## src/rtl/uart_word_sender.sv

```systemverilog
// Buffers 32-bit result words in a small FIFO and sends each one as four
// big-endian 8N1 bytes on a registered, idle-high TX line.
module uart_word_sender #(
    parameter int CLKS_PER_BIT = 2604,
    parameter int FIFO_DEPTH   = 4
) (
    input  logic        CLK,
    input  logic        RESET,
    input  logic [31:0] WORD_IN,
    input  logic        WORD_VALID,
    output logic        WORD_READY,
    output logic        UART_TX,
    output logic        BUSY
);
    localparam int CW = (CLKS_PER_BIT > 1) ? $clog2(CLKS_PER_BIT) : 1;
    localparam int PW = (FIFO_DEPTH > 1) ? $clog2(FIFO_DEPTH) : 1;
    localparam logic [CW-1:0] CNT_MAX  = CW'(CLKS_PER_BIT - 1);
    localparam logic [PW:0]   FULL_CNT = (PW + 1)'(FIFO_DEPTH);

    typedef enum logic [1:0] {
        S_IDLE  = 2'd0,
        S_START = 2'd1,
        S_DATA  = 2'd2,
        S_STOP  = 2'd3
    } state_t;

    state_t        state_q, state_d;
    logic [CW-1:0] clk_cnt_q, clk_cnt_d;
    logic [2:0]    bit_idx_q, bit_idx_d;
    logic [1:0]    byte_idx_q, byte_idx_d;
    logic [31:0]   shreg_q, shreg_d;
    logic          tx_q, tx_d;

    logic [31:0]   mem_q [FIFO_DEPTH];
    logic [PW-1:0] wr_ptr_q, rd_ptr_q;
    logic [PW:0]   count_q;

    logic          push_s, pop_s, bit_done_s, fifo_empty_s;
    logic [7:0]    cur_byte_s;

    assign fifo_empty_s = (count_q == {(PW + 1){1'b0}});
    // Readiness looks only at the stored count, so a same-cycle pop never frees a full FIFO.
    assign WORD_READY   = (count_q != FULL_CNT);
    assign push_s       = WORD_VALID && WORD_READY;
    assign bit_done_s   = (clk_cnt_q == CNT_MAX);
    assign cur_byte_s   = shreg_q[31:24];
    assign UART_TX      = tx_q;
    assign BUSY         = (state_q != S_IDLE) || !fifo_empty_s;

    // Frame sequencer: next state, bit timing and next TX level.
    always_comb begin
        state_d    = state_q;
        clk_cnt_d  = clk_cnt_q;
        bit_idx_d  = bit_idx_q;
        byte_idx_d = byte_idx_q;
        shreg_d    = shreg_q;
        tx_d       = tx_q;
        pop_s      = 1'b0;
        case (state_q)
            S_IDLE: begin
                clk_cnt_d = {CW{1'b0}};
                if (!fifo_empty_s) begin
                    pop_s      = 1'b1;
                    shreg_d    = mem_q[rd_ptr_q];
                    byte_idx_d = 2'd0;
                    bit_idx_d  = 3'd0;
                    state_d    = S_START;
                    tx_d       = 1'b0;
                end else begin
                    tx_d = 1'b1;
                end
            end
            S_START: begin
                if (bit_done_s) begin
                    clk_cnt_d = {CW{1'b0}};
                    bit_idx_d = 3'd0;
                    state_d   = S_DATA;
                    tx_d      = cur_byte_s[0];
                end else begin
                    clk_cnt_d = clk_cnt_q + CW'(1);
                end
            end
            S_DATA: begin
                if (bit_done_s) begin
                    clk_cnt_d = {CW{1'b0}};
                    if (bit_idx_q == 3'd7) begin
                        state_d = S_STOP;
                        tx_d    = 1'b1;
                    end else begin
                        bit_idx_d = bit_idx_q + 3'd1;
                        tx_d      = cur_byte_s[bit_idx_q + 3'd1];
                    end
                end else begin
                    clk_cnt_d = clk_cnt_q + CW'(1);
                end
            end
            S_STOP: begin
                if (bit_done_s) begin
                    clk_cnt_d = {CW{1'b0}};
                    bit_idx_d = 3'd0;
                    // Next byte or next word follows the stop bit with no idle gap.
                    if (byte_idx_q != 2'd3) begin
                        byte_idx_d = byte_idx_q + 2'd1;
                        shreg_d    = {shreg_q[23:0], 8'h00};
                        state_d    = S_START;
                        tx_d       = 1'b0;
                    end else if (!fifo_empty_s) begin
                        pop_s      = 1'b1;
                        shreg_d    = mem_q[rd_ptr_q];
                        byte_idx_d = 2'd0;
                        state_d    = S_START;
                        tx_d       = 1'b0;
                    end else begin
                        state_d = S_IDLE;
                        tx_d    = 1'b1;
                    end
                end else begin
                    clk_cnt_d = clk_cnt_q + CW'(1);
                end
            end
            default: begin
                state_d   = S_IDLE;
                clk_cnt_d = {CW{1'b0}};
                tx_d      = 1'b1;
            end
        endcase
    end

    // Sequencer registers; reset drops any partially sent word.
    always_ff @(posedge CLK or posedge RESET) begin
        if (RESET) begin
            state_q    <= S_IDLE;
            clk_cnt_q  <= {CW{1'b0}};
            bit_idx_q  <= 3'd0;
            byte_idx_q <= 2'd0;
            shreg_q    <= 32'h0000_0000;
            tx_q       <= 1'b1;
        end else begin
            state_q    <= state_d;
            clk_cnt_q  <= clk_cnt_d;
            bit_idx_q  <= bit_idx_d;
            byte_idx_q <= byte_idx_d;
            shreg_q    <= shreg_d;
            tx_q       <= tx_d;
        end
    end

    // FIFO pointers and occupancy count.
    always_ff @(posedge CLK or posedge RESET) begin
        if (RESET) begin
            wr_ptr_q <= {PW{1'b0}};
            rd_ptr_q <= {PW{1'b0}};
            count_q  <= {(PW + 1){1'b0}};
        end else begin
            if (push_s) begin
                wr_ptr_q <= wr_ptr_q + PW'(1);
            end
            if (pop_s) begin
                rd_ptr_q <= rd_ptr_q + PW'(1);
            end
            case ({push_s, pop_s})
                2'b10:   count_q <= count_q + (PW + 1)'(1);
                2'b01:   count_q <= count_q - (PW + 1)'(1);
                default: count_q <= count_q;
            endcase
        end
    end

    // FIFO storage; contents are only meaningful below the count, so no reset.
    always_ff @(posedge CLK) begin
        if (push_s) begin
            mem_q[wr_ptr_q] <= WORD_IN;
        end
    end
endmodule

```

## config.mk

```make
export PLATFORM = sky130hd
export DESIGN_NAME = uart_word_sender
export DESIGN_NICKNAME = d
export VERILOG_FILES = /design/src/rtl/uart_word_sender.sv
export SDC_FILE = /design/constraint.sdc
export NUM_CORES = 1
export LEC_CHECK = 0
export BUFFER_PORTS_ARGS = -buffer_cell sky130_fd_sc_hd__buf_4
export CAP_MARGIN = 20
export CORE_MARGIN = 2
export CORE_UTILIZATION = 49
export DETAILED_ROUTE_END_ITERATION = 16
export PLACE_DENSITY = 0.69
export SETUP_SLACK_MARGIN = 0.3
export SLEW_MARGIN = 20
export SYNTH_ARGS = -nofsm -noshare
export SYNTH_HDL_FRONTEND = slang
export SYNTH_SLANG_ARGS = --single-unit
export TNS_END_PERCENT = 5
```

## constraint.sdc

```tcl
create_clock -name CLK -period 3.2 [get_ports CLK]
set_clock_uncertainty 0.1 [all_clocks]
set_input_delay 0.16 -clock CLK [delete_from_list [all_inputs] [get_ports CLK]]
set_output_delay 0.16 -clock CLK [all_outputs]
set_load 0.02 [all_outputs]
```

==> summary by stage, run 1 <==
Status
The flow ran to the end, and the final reports show no timing, DRC or antenna violations.

Floorplanning
The effective utilization at floorplan is 49.7%. In this run the count of I/O pins placed on the die edge is 38. The floorplan core area is 15000 µm². The width of the chip is 127 µm. The initialized floorplan defines 45 standard-cell rows. The total die area is about 16000 µm². From bottom edge to top edge, the die measures approximately 130 µm.

Clocking
For this design, the sink count on the clock tree is 187. The clock latency of the later-clocked register in the worst-skew pair is 0.44 ns. The total clock buffers created by CTS is 17. The H-tree was split into 4 levels. After clock tree synthesis, the clock-pin slew on the worst setup and hold paths is ~0.070 ns. TritonCTS built the clock tree. CTS placed an instance of sky130_fd_sc_hd__clkbuf_16 at the clock tree root. In this run the post-CTS setup repair buffer count came out at 0. The clock passes through at most 2 buffers.

Yosys
The portion of synthesized cell area occupied by the leading cell type is about half. The library cell with the highest instance count after synthesis is sky130_fd_sc_hd__edfxtp_1. The post-synthesis instance area is ~7500 µm².

Ranked by total cell area, the synthesized netlist is headed by sky130_fd_sc_hd__edfxtp_1 (51%), sky130_fd_sc_hd__dfrtp_1 (19%), sky130_fd_sc_hd__mux4_2 (10%). Counting every instance in the synthesized netlist gives 449. The commonest cells after synthesis are sky130_fd_sc_hd__edfxtp_1 (128), sky130_fd_sc_hd__nor2_1 (64), sky130_fd_sc_hd__dfrtp_1 (58). For this run, asynchronously set or reset flops after synthesis account for around a third. The number of synthesized flops with an enable pin is ~130. The number of library cell types mapped by synthesis is 48. The synthesis-stage register bit count is 187. The number of nets in the synthesized netlist is 499. The part of the Yosys area used for sequential elements is between 70% and 80%. The number of warnings printed during yosys synthesis is 0.

Among all flip-flop cells after synthesis, the most frequent one is sky130_fd_sc_hd__edfxtp_1. Averaged over all synthesized cells, the footprint is 16.6 µm². The synthesized design spends more area on one cell type than any other, namely sky130_fd_sc_hd__edfxtp_1.

Min path
The class of the tightest hold or removal check is input port to flop. The worst hold path passes through 2 cells. The critical hold path startpoint is WORD_IN[4]. The end point of the most critical hold path is mem_q[1][4].

Run
The count of max-cap constraint violations is 0.

Layout
The layout-stage area growth over the synthesis result is 19.4%. The number of nets at the end of the flow is approximately 580. The combined area of the multi-input logic cells is roughly 2000 µm². For this run, the share of the core covered by cells in the final layout is approximately 59%. The fraction of layout cells with a size suffix above 1 is 22.0%. 0 antenna diodes ended up in the layout. The layout has 1095 filler cells. The area of all sequential standard cells is 5320 µm².

Timing
For the pin with the worst max-slew slack, the measured transition is 0.880 ns. The clock period minus final worst setup slack is 2.76 ns. The worst pin sits at a relative slew slack of 41.2%. Setup violations remaining at the end of the flow were counted as 0. After routing, the total negative slack on setup checks comes to 0 ns.

The least setup slack across all paths after layout is 0.443 ns. Setup repair after global routing left no endpoint under its margin. The number of max-slew violations in the final report is 0.

The maximum clock rate is roughly 360 MHz. The part of the cycle the worst path needs is 86.1%. The number of failing hold endpoints at the final stage is 0. The worst hold slack is 0.367 ns.

Power
For this design the static power due to leakage is 3.30 nW. The largest vdd supply drop is approximately 470 µV. The power per unit of standard cell area is 642 nW/µm².

Placed design
The HPWL after detailed placement is roughly 8200 µm. The count of buffers added on input and output ports is 37. The final weighted congestion in routability-driven placement is roughly 0.78.

Before CTS, the worst setup slack after placement is 0.423 ns.

Critical path
For the worst setup path, the data arrival time is 3.01 ns. The critical path goes through or4_4 -> nor4_1 -> o21a_1 -> ha_1 -> inv_1 -> fa_1 -> xor2_1 -> nor2_1 -> xor2_1. The worst-case reg-to-reg path depth is 9. The maximum cell stage delay along the critical path is 0.58 ns. The slowest stage cell on the critical path is sky130_fd_sc_hd__or4_4. The critical setup path kind is flop to flop. The worst setup path is launched from a flop. The largest fanout of any net on the critical path is 4. The worst flop-to-flop path startpoint is clk_cnt_q[7]. For flop-to-flop paths, the worst setup slack is between 0.4 and 0.5 ns. The endpoint of the worst register-to-register path is count_q[2]. The cell that appears most often on the critical path is sky130_fd_sc_hd__xor2_1. STA puts the critical path data required time at approximately 3.5 ns. The kind of end point of the critical path is a flop.

Global route
The pin count of the biggest net entering global routing is 42. Global routing consumed, over all layers together, 17.9% of the routing resources. The via count of the first global-routing pass was 4216. The total congestion overflow after global routing is 0. The first global-routing pass estimated around 22000 µm of wire. The number of antenna violations at the first check in global routing is 0.

Route
Once detail routing completed, the nets flagged for antenna violations numbered 0. The final routed DRC violation total is 0. The length of the first detailed-routing pass in iterations is 4. The via count of the routed design is roughly 4000. The routed design has 13400 µm of wire. The final routed wire length divided by cell count is approximately 18 µm. The number of DRC markers after the initial detailed-route iteration is 316. Using the TritonRoute via totals, the vias-per-cell ratio works out to 5.50.
[layout by cell type (no fill, tap or decap), drive strengths merged, types with 5 or more instances in the layout]
master,count
edfxtp,128
nor2,64
dfrtp,58
buf,46
dlygate4sd3,34
mux4,33
o22ai,24
clkbuf,21
nand2,16
inv,16
ha,14
a22o,10
xor2,8
o21ai,8
xnor2,6
a21oi,5
mux2i,5
nand3,5
nor3,5
[power breakdown]
part	total, W	internal (W)	switching [W]
Combinational	0.000618	0.000247	0.000370
Sequential	0.00308	0.00299	0.0000921
Clock	0.00203	0.00112	0.000901
[worst max-delay path: cells and delay by family (launching register included)]
kind | cells | cell delay [ns]
adder cells (fa/ha/maj) | 2 | 0.58
flip-flops | 1 | 0.42
AND/OR/NAND/NOR | 3 | 0.99
XOR/XNOR | 2 | 0.31
AO/OA/AOI/OAI | 1 | 0.22
buffers and inverters | 1 | 0.06
[stage by stage]
step	instances	total power, W	cell area [µm²]
after floorplan	449	0.00347	7470
after global placement	667	0.00369	8000
after detailed placement	667	0.00374	8000
after CTS	733	0.00578	8910
after global routing	733	0.00593	8910
final	733	0.00572	8910
[cells by family after synthesis]
logic type | share of synthesized area (%)
compound gates | 5.48
xor+xnor | 1.64
fa+ha+maj | 2.61
buf+inv | 1.47
flops | 71.3
mux | 10.8
simple gates | 6.74
[registers in the layout, indices dropped and copies added, names as in the netlist, 3 cells and up]
name       flops
mem_q        128
shreg_q       32
clk_cnt_q     12
bit_idx_q      3
count_q        3
[routing by layer]
layer  GRT usage, %  vias to the layer above  wire [µm]
li1               -                     1895          -
met1           22.7                     2055       5790
met2           30.5                       64       6940
met3           4.31                       17        388
met4           6.01                        0        238
met5              0                        -          0
[cell type report]
class,count,share of cell area [%]
repair buffers,80,7.83
well taps,188,2.64
flip-flops and latches,187,59.7
multi-input cells,235,23.0
clock buffers,21,5.16
inverters,11,0.463
clock inverters,11,1.21
[worst max path at each step]
stage / start / to / slack (ns) / depth (start not counted)
floorplan: clk_cnt_q[7] / count_q[2] / 0.64 / 9
global placement: clk_cnt_q[7] / count_q[2] / 0.51 / 9
detailed placement: clk_cnt_q[7] / count_q[2] / 0.42 / 9
CTS: clk_cnt_q[7] / count_q[2] / 0.41 / 9
global route: clk_cnt_q[0] / count_q[2] / 0.34 / 10
finish: clk_cnt_q[7] / count_q[2] / 0.44 / 9
[timing repair]
action	4_1_cts	5_1_grt
endpoints found under the hold margin	169	0
resized for setup	0	0
hold buffers	34	0
Power figures use the tool's default switching activity.
==> run 2: changes to the inputs <==
--- a/config.mk
+++ b/config.mk
@@ -10,6 +10,7 @@
 export CORE_MARGIN = 2
 export CORE_UTILIZATION = 49
 export DETAILED_ROUTE_END_ITERATION = 16
+export MAX_ROUTING_LAYER = met4
 export PLACE_DENSITY = 0.69
 export SETUP_SLACK_MARGIN = 0.3
 export SLEW_MARGIN = 20
==> run 2 against run 1 <==
Total power is 0.14% lower; die area stayed put; global-route usage is 0.59 points higher; sequential cell count stayed put; critical path depth stayed put; count of clock-buffer cells in the layout stayed put; critical path type unchanged.
==> summary by stage, run 2 (synthesized netlist as in run 1, its figures left out) <==
Power
The total design power came to 0.00571 W (-0.14%). The largest vdd supply drop is 474 µV (+0.34%). The power per unit of standard cell area is 641 nW/µm² (-0.14%). The static leakage power came to 3.30 nW (unchanged).

Placed design
The placed instance count is 667 (unchanged). The number of I/O port buffers came to 37 (unchanged). The post-DP HPWL is 8190 µm (unchanged).

The final weighted congestion in routability-driven placement is 0.790 (+1.4%).

Critical path
The register-to-register setup slack is 0.44 ns (about the same). The largest fanout of any net on the critical path is 4 (unchanged). The endpoint of the worst register-to-register path is count_q[2]. The worst setup path is captured at a flop. The critical path data arrival time is 3.01 ns (about the same). STA classifies the critical path startpoint as a flop. The worst-case reg-to-reg path depth was 9 (unchanged). The worst flop-to-flop path startpoint is clk_cnt_q[7].

The data required time at the worst endpoint came to 3.45 ns (about the same). The critical setup path kind is flop to flop.

Layout
The commonest non-fill, non-tap cell in the layout is sky130_fd_sc_hd__edfxtp_1. The post-route non-filler standard cell count came to 733 (unchanged). The number of nets at the end of the flow is 582 (unchanged). The register with the most flip-flops is mem_q. The fraction of layout cells with a size suffix above 1 came to 22.0% (unchanged).

The largest registers in the layout are mem_q: 128 flops, shreg_q: 32 flops, clk_cnt_q: 12 flops. The number of antenna repair diodes is 0 (unchanged). The total of fill cells in the finished design is 1095 (unchanged). The combined area of the multi-input logic cells is 2050 µm² (unchanged). In the layout the commonest cells are sky130_fd_sc_hd__edfxtp_1 (128), sky130_fd_sc_hd__nor2_1 (64), sky130_fd_sc_hd__dfrtp_1 (57). The number of flip-flops under the largest register name was 128 (unchanged).

The layout-stage area growth over the synthesis result is 19.4% (unchanged). The area of all sequential standard cells is 5320 µm² (unchanged).

Floorplanning
The width of the chip was 127 µm (unchanged). The number of rows created at floorplan was 45 (unchanged). The I/O pin total is 38 (unchanged). The total die area is 16200 µm² (unchanged). The floorplan core area was 15000 µm² (unchanged). The effective utilization at floorplan came to 49.7% (unchanged). The chip height was 127 µm (unchanged).

Clocking
The post-cts resize count came to 0 (unchanged). The clock tree from TritonCTS is done. The total clock buffers created by CTS was 17 (unchanged). The maximum root-to-sink buffer count is 2 (unchanged). The clock latency of the later-clocked register in the worst-skew pair is 0.44 ns (about the same).

The total clock sinks is 187 (unchanged). The root buffer cell is sky130_fd_sc_hd__clkbuf_16. The clock-pin slew on the worst setup and hold paths was 0.07 ns (about the same). The depth of the CTS H-tree is 4 (unchanged).

Timing
The slew at the pin closest to its max-slew limit came to 0.874 ns (-0.00596 ns). The number of max-slew violations in the final report is 0 (unchanged). The maximum clock rate is 362 MHz (about the same).

Setup repair after global routing left no endpoint under its margin. The worst max-slew margin expressed relative to the limit is 41.6% (+0.40 points). The number of failing hold endpoints at the final stage is 0 (unchanged). The part of the cycle the worst path needs is 86.2% (about the same). The accumulated negative setup slack is 0 ns (unchanged). The clock period minus final worst setup slack was 2.76 ns (+0.00256 ns). The final setup violation count was 0 (unchanged).

Status
The run finished with clean final reports.

Route
The remaining antenna violation count after routing is 0 (unchanged). The detail-routed via count per cell was 5.48 (-0.32%). The sum of routed wire length over all layers was 13400 µm (+0.24%). The final routed wire length divided by cell count is 18.3 µm (+0.24%). The final routed DRC violation total came to 0 (unchanged). The via count of the routed design is 4018 (-0.32%). The number of DRC markers after the initial detailed-route iteration came to 325 (+2.8%). The length of the first detailed-routing pass in iterations is 4 (unchanged).

Min path
The critical hold path startpoint is WORD_IN[4]. The instance count along the most critical hold path is 2 (unchanged). The end point of the most critical hold path is mem_q[1][4]. The class of the tightest hold or removal check is input port to flop.

Global route
The pin count of the biggest net entering global routing is 42 (unchanged). The total congestion overflow after global routing is 0 (unchanged). The first-pass GRT wire length is 21700 µm (+0.16%).

The overall track demand over capacity in global routing came to 18.5% (+0.59 points). The number of antenna violations at the first check in global routing is 0 (unchanged). The via count of the first global-routing pass is 4202 (-0.33%).

Run
The count of max-cap constraint violations is 0 (unchanged).
run 2: cell counts in the layout (fill, tap and decap cells not counted):
No cell type changed its count.
run 2: where the power goes:
part | internal (W) | leakage (nW) | switching [W] | total [W]
clock | 0.00112 | 0.270 | 0.000894 | 0.00202
combinational | 0.000247 | 1.14 | 0.000370 | 0.000617
sequential | 0.00299 | 1.89 | 0.0000917 | 0.00308
run 2: critical path, stage by stage (launching register included):
cell,delay (ns)
sky130_fd_sc_hd__dfrtp_1,0.42
sky130_fd_sc_hd__or4_4,0.58
sky130_fd_sc_hd__nor4_1,0.30
sky130_fd_sc_hd__o21a_1,0.23
sky130_fd_sc_hd__ha_1,0.21
sky130_fd_sc_hd__inv_1,0.06
sky130_fd_sc_hd__fa_1,0.37
sky130_fd_sc_hd__xor2_1,0.15
sky130_fd_sc_hd__nor2_1,0.11
sky130_fd_sc_hd__xor2_1,0.16
run 2: routing by layer:
layer,track usage (%),vias up,share of wire [%]
li1,-,1897,-
met1,22.8,2047,43
met2,30.4,58,53
met3,4.44,16,2.9
met4,6.01,0,1.5
met5,-,-,0
run 2: stage by stage:
stage | worst slack [ns] | util [%] | hold slack (ns) | instance area, µm²
floorplan | 0.635 | - | 0.159 | 7470
global placement | 0.511 | 53.2 | 0.259 | 8000
detailed placement | 0.423 | 53.2 | 0.264 | 8000
CTS | 0.415 | 59.2 | 0.351 | 8910
global route | 0.341 | 59.3 | 0.369 | 8910
finish | 0.441 | 59.3 | 0.366 | 8910
run 2: how the worst max path moves through the flow:
| stage | start | end | slack, ns |
|---|---|---|---|
| 2_1_floorplan | clk_cnt_q[7] | count_q[2] | 0.64 |
| 3_3_place_gp | clk_cnt_q[7] | count_q[2] | 0.51 |
| 3_5_place_dp | clk_cnt_q[7] | count_q[2] | 0.42 |
| 4_1_cts | clk_cnt_q[7] | count_q[2] | 0.41 |
| 5_1_grt | clk_cnt_q[0] | count_q[2] | 0.34 |
| 6_report | clk_cnt_q[7] | count_q[2] | 0.44 |
run 2: cell type report:
type	count	area share, %
multi-input cells	235	23.0
clock buffers	21	5.16
clock inverters	11	1.21
flip-flops and latches	187	59.7
repair buffers	80	7.83
inverters	11	0.463
well taps	188	2.64
run 2: what timing repair did:
| item | 4_1_cts | 5_1_grt |
|---|---|---|
| buffers inserted | 0 | 0 |
| endpoints found under the hold margin | 169 | 0 |
| hold buffers | 34 | 0 |
==> run 3: changes to the inputs <==
--- a/config.mk
+++ b/config.mk
@@ -7,11 +7,13 @@
 export LEC_CHECK = 0
 export BUFFER_PORTS_ARGS = -buffer_cell sky130_fd_sc_hd__buf_4
 export CAP_MARGIN = 20
+export CELL_PAD_IN_SITES_DETAIL_PLACEMENT = 0
+export CELL_PAD_IN_SITES_GLOBAL_PLACEMENT = 1
 export CORE_MARGIN = 2
 export CORE_UTILIZATION = 49
 export DETAILED_ROUTE_END_ITERATION = 16
 export MAX_ROUTING_LAYER = met4
-export PLACE_DENSITY = 0.69
+export PLACE_DENSITY = 0.78
 export SETUP_SLACK_MARGIN = 0.3
 export SLEW_MARGIN = 20
 export SYNTH_ARGS = -nofsm -noshare
==> run 3 against run 2 <==
Via count grew 2.4%; sequential cell count did not move; register-to-register slack better by 0.03 ns; critical path type unchanged; critical endpoint unchanged; highest routed layer unchanged.
==> summary by stage, run 3 (synthesized netlist as in run 1, its figures left out) <==
Floorplanning
The chip height is 127 µm (unchanged). The width of the chip is 127 µm (unchanged). The floorplan core area is 15000 µm² (unchanged). The number of rows created at floorplan is 45 (unchanged). The I/O pin total is 38 (unchanged). The effective utilization at floorplan is 49.7% (unchanged).

The total die area came to 16200 µm² (unchanged).

Timing
Setup repair after global routing left no endpoint under its margin. The maximum clock rate is 367 MHz (+1.3%). The clock period minus final worst setup slack was 2.72 ns (-0.0350 ns). The number of max-slew violations in the final report came to 0 (unchanged).

The final setup violation count is 0 (unchanged). The worst max-slew margin expressed relative to the limit is 41.9% (+0.27 points). The accumulated negative setup slack came to 0 ns (unchanged). The part of the cycle the worst path needs came to 85.1% (-1.1 points). The slew at the pin closest to its max-slew limit is 0.866 ns (-0.00851 ns). The worst hold slack is 0.194 ns (-0.172 ns).

The number of failing hold endpoints at the final stage is 0 (unchanged). The least setup slack across all paths after layout was 0.476 ns (+0.0350 ns).

Layout
mem_q holds more flip-flops than any other register. The number of flip-flops under the largest register name is 128 (unchanged). The number of antenna repair diodes is 0 (unchanged).

The library cell used most frequently in the layout, excluding fill and tap cells, is sky130_fd_sc_hd__edfxtp_1. The number of nets at the end of the flow was 584 (+0.34%). In the layout the commonest cells are sky130_fd_sc_hd__edfxtp_1 (128), sky130_fd_sc_hd__nor2_1 (64), sky130_fd_sc_hd__dfrtp_1 (57).

The largest registers in the layout are mem_q: 128 flops, shreg_q: 32 flops, clk_cnt_q: 12 flops. The area growth from synthesis to layout is 19.5%. The fraction of layout cells with a size suffix above 1 was 23.0% (+1.0 points). The total of fill cells in the finished design is 1100 (+0.46%).

Global route
The pin count of the biggest net entering global routing came to 34 (-19%). The overall track demand over capacity in global routing is 18.7% (+0.23 points). The total congestion overflow after global routing is 0 (unchanged). The via count of the first global-routing pass was 4285 (+2.0%).

The number of antenna violations at the first check in global routing is 0 (unchanged). The first-pass GRT wire length is 22100 µm (+1.7%).

Power
The static leakage power is 3.30 nW (about the same). The power per unit of standard cell area was 636 nW/µm² (-0.78%). The largest vdd supply drop is 411 µV (-13%).

Clocking
The maximum root-to-sink buffer count is 2 (unchanged). The total clock sinks is 187 (unchanged). The clock latency of the later-clocked register in the worst-skew pair is 0.44 ns (about the same). The clock tree from TritonCTS is done. The clock-pin slew on the worst setup and hold paths is 0.07 ns (about the same).

Clock tree synthesis selected as its root buffer the cell sky130_fd_sc_hd__clkbuf_16. The total clock buffers created by CTS is 17 (unchanged). The depth of the CTS H-tree is 4 (unchanged).

Critical path
The critical setup path kind is flop to flop. STA classifies the critical path startpoint as a flop. The data required time at the worst endpoint is 3.45 ns (about the same). The critical path data arrival time is 2.98 ns (-0.03 ns).

The largest fanout of any net on the critical path is 5 (+1). The kind of end point of the critical path is a flop.

Route
The detail-routed via count per cell was 5.60 (+2.1%). The length of the first detailed-routing pass in iterations was 4 (unchanged). The sum of routed wire length over all layers is 13700 µm (+2.0%).

The final routed wire length divided by cell count is 18.6 µm (+1.8%). The remaining antenna violation count after routing was 0 (unchanged). The final routed DRC violation total is 0 (unchanged). The number of DRC markers after the initial detailed-route iteration is 284 (-13%). The via count of the routed design was 4113 (+2.4%).

Placed design
The final weighted congestion in routability-driven placement is 0.781 (-1.1%). The pre-CTS setup slack is 0.385 ns (-0.0381 ns). The number of I/O port buffers was 37 (unchanged).

The post-DP HPWL is 8250 µm (+0.85%).

Status
The run finished with clean final reports.

Run
The count of max-cap constraint violations is 0 (unchanged).

Min path
The class of the tightest hold or removal check is input port to asynchronous set/reset pin.
==> run 3: cell count changes in the layout (fill, tap and decap cells not counted), sizes merged <==
cell and delta:
inv +1, buf +2, clkinv +3, bufinv -1, clkbuf -3
==> run 3: worst paths after layout <==
path                                     from            end  slack [ns]  depth (start not counted)
worst max register to register   clk_cnt_q[6]     count_q[2]        0.48                          9
max in group asynchronous               RESET        UART_TX        2.13                          4
worst min register to register  byte_idx_q[0]  byte_idx_q[0]        0.40                          1
worst min-delay path                    RESET    shreg_q[21]        0.19                          3
min in group CLK                   WORD_IN[0]    mem_q[3][0]        0.37                          2
worst max-delay path             clk_cnt_q[6]     count_q[2]        0.48                          9
==> run 3: report_power, final <==
part / leakage, nW / internal, W / switching (W)
clock network: 0.269 / 0.00103 / 0.000953
logic: 1.14 / 0.000244 / 0.000371
registers: 1.89 / 0.00299 / 0.0000949
total: 3.30 / 0.00426 / 0.00142
==> run 3: final cells by class <==
type | count | area, µm² | area share [%]
flip-flops and latches | 187 | 5320 | 59.6
inverters | 11 | 41.3 | 0.463
repair buffers | 82 | 713 | 7.99
well taps | 188 | 235 | 2.64
clock inverters | 14 | 134 | 1.50
multi-input cells | 235 | 2050 | 23.0
clock buffers | 18 | 429 | 4.81
==> run 3: worst max-delay path, cell delays in order, from the launching register on <==
cell	delay (ns)
sky130_fd_sc_hd__dfrtp_1	0.43
sky130_fd_sc_hd__or4_4	0.57
sky130_fd_sc_hd__nor4_2	0.32
sky130_fd_sc_hd__o21a_1	0.19
sky130_fd_sc_hd__ha_1	0.19
sky130_fd_sc_hd__inv_1	0.06
sky130_fd_sc_hd__fa_1	0.37
sky130_fd_sc_hd__xor2_1	0.15
sky130_fd_sc_hd__nor2_1	0.11
sky130_fd_sc_hd__xor2_1	0.15
==> run 3: through the flow <==
step | power, W | cells | utilization [%] | instance area [µm²]
2_1_floorplan | 0.00347 | 449 | - | 7470
3_3_place_gp | 0.00369 | 668 | 53.3 | 8010
3_5_place_dp | 0.00373 | 668 | 53.3 | 8010
4_1_cts | 0.00572 | 734 | 59.3 | 8910
5_1_grt | 0.00589 | 735 | 59.4 | 8920
6_report | 0.00568 | 735 | 59.4 | 8920
==> run 3: timing repair <==
action | in CTS | in global routing
gates resized for setup | 0 | 2
hold buffers | 34 | 0
hold endpoints to repair | 146 | 0
setup endpoints to repair | 0 | 1
buffers inserted | 0 | 1
==> run 3: metal layers <==
| layer | wire length, µm | track usage, % | share of wire, % |
|---|---|---|---|
| met5 | 0 | - | 0 |
| met3 | 432 | 4.10 | 3.2 |
| met4 | 179 | 5.82 | 1.3 |
| met2 | 7340 | 32.2 | 54 |
| met1 | 5700 | 22.2 | 42 |
